`src/rtl/alu_exec_stage.sv`:
```
// alu_exec_stage: issue/execute/write-back stage feeding a combinational alu, with forwarding
// Ports: clk/rst (async active-high); in_* decoded op over valid/ready; hold stalls the stage;
// alu_* registered ALU inputs and alu_y/z/n/c/v results; flags {Z,N,C,V}; wb_* commit pulse;
// dbg_addr/dbg_data asynchronous register-file read.
module alu_exec_stage #(
    parameter int NREG = 8,
    parameter int W = 16
) (
    input  logic         clk,
    input  logic         rst,
    input  logic         in_valid,
    output logic         in_ready,
    input  logic [4:0]   in_op,
    input  logic [2:0]   in_rd,
    input  logic [2:0]   in_rs1,
    input  logic [2:0]   in_rs2,
    input  logic [W-1:0] in_imm,
    input  logic         in_imm_sel,
    input  logic         in_wb_en,
    input  logic         in_flag_we,
    input  logic         in_use_cin,
    input  logic         hold,
    output logic [W-1:0] alu_A,
    output logic [W-1:0] alu_B,
    output logic         alu_Ext_cin,
    output logic [4:0]   alu_ALUop,
    input  logic [W-1:0] alu_y,
    input  logic         alu_z,
    input  logic         alu_n,
    input  logic         alu_c,
    input  logic         alu_v,
    output logic [3:0]   flags,
    output logic         wb_valid,
    output logic [2:0]   wb_rd,
    output logic [W-1:0] wb_data,
    input  logic [2:0]   dbg_addr,
    output logic [W-1:0] dbg_data
);
    logic [W-1:0] rf [NREG];
    logic         ex_valid;
    logic [2:0]   ex_rd;
    logic         ex_wb_en;
    logic         ex_flag_we;
    logic         fwd_ok;
    logic [W-1:0] op_a;
    logic [W-1:0] op_b;
    logic         op_cin;

    assign in_ready = !hold;
    assign dbg_data = dbg_addr == 3'd0 ? '0 : rf[dbg_addr];
    // The op still in EX writes alu_y at the same edge we sample, so it must win over the regfile.
    assign fwd_ok = ex_valid && ex_wb_en && ex_rd != 3'd0;

    always_comb begin
        op_a   = in_rs1 == 3'd0 ? '0 : (fwd_ok && ex_rd == in_rs1) ? alu_y : rf[in_rs1];
        op_b   = in_imm_sel ? in_imm : in_rs2 == 3'd0 ? '0 : (fwd_ok && ex_rd == in_rs2) ? alu_y : rf[in_rs2];
        op_cin = in_use_cin && ((ex_valid && ex_flag_we) ? alu_c : flags[1]);
    end

    always_ff @(posedge clk or posedge rst) begin
        if (rst) begin
            ex_valid    <= 1'b0;
            ex_rd       <= '0;
            ex_wb_en    <= 1'b0;
            ex_flag_we  <= 1'b0;
            alu_A       <= '0;
            alu_B       <= '0;
            alu_Ext_cin <= 1'b0;
            alu_ALUop   <= '0;
            flags       <= '0;
            wb_valid    <= 1'b0;
            wb_rd       <= '0;
            wb_data     <= '0;
            for (int i = 0; i < NREG; i++) rf[i] <= '0;
        end else if (hold) begin
            wb_valid <= 1'b0;
        end else begin
            ex_valid <= in_valid;
            if (in_valid) begin
                alu_A       <= op_a;
                alu_B       <= op_b;
                alu_Ext_cin <= op_cin;
                alu_ALUop   <= in_op;
                ex_rd       <= in_rd;
                ex_wb_en    <= in_wb_en;
                ex_flag_we  <= in_flag_we;
            end
            wb_valid <= ex_valid;
            if (ex_valid) begin
                wb_rd   <= ex_rd;
                wb_data <= alu_y;
                if (ex_wb_en && ex_rd != 3'd0) rf[ex_rd] <= alu_y;
                if (ex_flag_we) flags <= {alu_z, alu_n, alu_c, alu_v};
            end
        end
    end
endmodule
```
`config.mk`:
```
export PLATFORM = sky130hd
export DESIGN_NAME = alu_exec_stage
export DESIGN_NICKNAME = d
export VERILOG_FILES = /design/src/rtl/alu_exec_stage.sv
export SDC_FILE = /design/constraint.sdc
export NUM_CORES = 1
export LEC_CHECK = 0
export ABC_AREA = 0
export CORE_ASPECT_RATIO = 0.8
export CORE_UTILIZATION = 56
export DETAILED_ROUTE_END_ITERATION = 10
export GPL_ROUTABILITY_DRIVEN = 0
export PLACE_DENSITY_LB_ADDON = 0.1
export SYNTH_ARGS = -nofsm -noshare
export SYNTH_HDL_FRONTEND = slang
export SYNTH_SLANG_ARGS = --single-unit
export TNS_END_PERCENT = 1
```
`constraint.sdc`:
```
create_clock -name clk -period 8 [get_ports clk]
set_input_delay 1.6 -clock clk [delete_from_list [all_inputs] [get_ports clk]]
set_output_delay 1.6 -clock clk [all_outputs]
set_load 0.1 [all_outputs]
```
==> out/qor.txt <==
Peak supply drop: 0.158 mV
Period Utilization, post-route: 68.1%
post-route ant nets: 0
Syn. warnings: 0
io pins: 140
die span in x: 156 um
Initial Util: 58.0%
WL final: 29600 um
PostCTS Resize Cnt: 0
DP HPWL: 17800 um
Mapped Area: 10700 sq um
H-tree depth: 4
status: complete, no violations
TritonCTS clock tree: done
Worst-path clk slew: 70 ps
Hold WS: 401 ps
vias: 7745
Total Power: 0.00352 W
Primary FF master, synth: dfrtp_1
antenna violations before repair: 0
Core ar.: 18400 sq um
final core occ: 68.5%
crit path launch type: input pin
#FFs+latches synth: 196
post-synthesis sequential area ratio: 46.0%
CTS Buffer Depth: 2
PortBufs: 139
syn nets: 908
DIE HEIGHT: 125 um
Layout Nets: 987
commonest non-fill, non-tap cell in the layout: dfrtp_1
worst skew pair latency: 440 ps
Worst setup EP type: output port
Synth area leaders: dfrtp_1 46%, mux2_2 16%, mux4_2 14%
Root Driver: clkbuf_16
TritonCTS sink count: 196
dominant cell type by area after synthesis: dfrtp_1
Yosys top cell area share: 46.0%
clock buffer count from CTS: 17
fraction of registers with async set/reset: 100%
CTS Hold Bufs: 0
final slew viol count: 0
measured slew at the worst slew-check pin: 1220 ps
Yosys cell types: 46
Req. time, crit path: 6400 ps
Hold Crit Depth: 0
Arrival @ worst endpoint: 3850 ps
RSZ-0062 raised after global routing: no
minimum clock period: 5450 ps
FP Rows: 44
TNS Setup: 0 ps
Area Growth Syn to Fin: 18.2%
Crit Path Category: input pin to output port
final hold violations: 0
Static Leak: 5.64 nW
pin count of the biggest net entering global routing: 141
first-pass GRT wire length: 46700 um
cell count of the worst reg-to-reg path: 5
max cap viols: 0
Setup Skew: 8.83 ps
cell area power density: 279 nW/um^2
Syn Inst Count: 847
share of layout cells above drive strength 1: 33.4%
Post-Syn Area per Cell: 12.6 sq um
vias in the first global route: 8006
total track usage: 32.1%
Setup Viol. Count Final: 0
initial DRC count: 707
Avg WL per Cell: 24.9 um
DIE AREA: 19600 sq um
DRC violations left: 0
Post-CTS Setup Bufs: 0
max-slew headroom at the worst pin: 18.8%
critical path fanouts, max: 16
HP Class: flop to flop
grt total ovfl: 0
FMAX: 183 MHz
ANT cells: 0
Detailed Routing Iterations Pass 1: 5
most frequent cells in the layout: 196 x dfrtp_1, 152 x mux2_2, 119 x clkdlybuf4s50_1, 100 x nand2_1, 68 x mux4_2
vias per cell: 6.50
EDFF count, synth: 0
## synthesized netlist by cell type, types with 2 or more instances
| library cell | number |
|---|---|
| a22oi_1 | 2 |
| mux2i_1 | 28 |
| mux2_2 | 152 |
| nor3b_4 | 2 |
| a221oi_1 | 15 |
| nor3_1 | 7 |
| dfrtp_1 | 196 |
| buf_2 | 28 |
| nor2_2 | 2 |
| o21ai_1 | 2 |
| nor2_1 | 22 |
| inv_1 | 18 |
| mux4_2 | 68 |
| o21ai_0 | 16 |
| nor2b_1 | 3 |
| a32oi_1 | 15 |
| xnor2_1 | 3 |
| buf_1 | 10 |
| nor3b_1 | 6 |
| clkbuf_1 | 52 |
| buf_4 | 5 |
| nand2_1 | 100 |
| xor2_1 | 3 |
| a221o_1 | 5 |
| o22ai_1 | 23 |
| mux2_1 | 2 |
| nand2b_1 | 4 |
| nand3b_1 | 2 |
| a21oi_1 | 30 |
| mux2_4 | 10 |
## power by group
group / switching (W) / total (W) / internal [W]
combinational: 0.000824 / 0.00130 / 0.000480
clock: 0.000396 / 0.000849 / 0.000453
sequential: 0.000186 / 0.00137 / 0.00118
total: 0.00141 / 0.00352 / 0.00211
## logic make-up (layout without fill, tap and decap cells)
group                  after synthesis  count (layout)  synth area share (%)
AO/OA/AOI/OAI                      112             112                  7.13
multiplexers                       260             260                  34.7
buffers and inverters              115             207                  4.64
flip-flops                         196             196                  46.0
AND/OR/NAND/NOR                    158             158                  7.08
XOR/XNOR                             6               6                 0.493
## layer usage
layer | vias to the layer above | track usage [%] | routed length, um
met2 | 407 | 49.4 | 14000
met5 | - | 0 | 0
met3 | 54 | 8.32 | 2580
met4 | 0 | 10.8 | 677
li1 | 3283 | - | -
met1 | 4001 | 44.6 | 12400
## cell type report
cell class	count	area, sq um
multi-input cells	536	5270
clock inverters	12	101
clock buffers	20	467
flip-flops and latches	196	4900
fillers	1380	5790
repair buffers	156	1460
inverters	19	80.1
well taps	253	317
## worst max-delay path, cell delays in order
cell	delay, ps
clkdlybuf4s50_1	460
nor2b_2	920
a22oi_1	200
o21ai_0	300
buf_4	350
## stage by stage
stage / area [sq um] / setup WS (ps) / instances
global route: 12600 / 2540 / 1192
finish: 12600 / 2550 / 1192
global placement: 12000 / 2650 / 1160
floorplan: 10700 / 1060 / 847
detailed placement: 12000 / 2660 / 1160
CTS: 12600 / 2640 / 1192
## worst paths after layout
check,startpoint,end,slack (ps)
setup / recovery,dbg_addr[0],dbg_data[15],2550
hold / removal,rf[122]$_DFFE_PP0P_,rf[122]$_DFFE_PP0P_,400
setup reg to reg,ex_valid$_DFFE_PP0N_,rf[32]$_DFFE_PP0P_,4840
hold reg to reg,rf[122]$_DFFE_PP0P_,rf[122]$_DFFE_PP0P_,400
max in group asynchronous,rst,rf[59]$_DFFE_PP0P_,4820
min in group asynchronous,rst,alu_B[12]$_DFFE_PP0P_,1740
## flip-flops by register name (all words and copies together), names as in the netlist, 3 cells and up
register	flops
alu_ALUop	5
wb_data	16
alu_A	16
ex_rd	3
alu_B	16
wb_rd	3
flags	4
rf	128
Note: power is estimated with default switching activity, not from simulation.
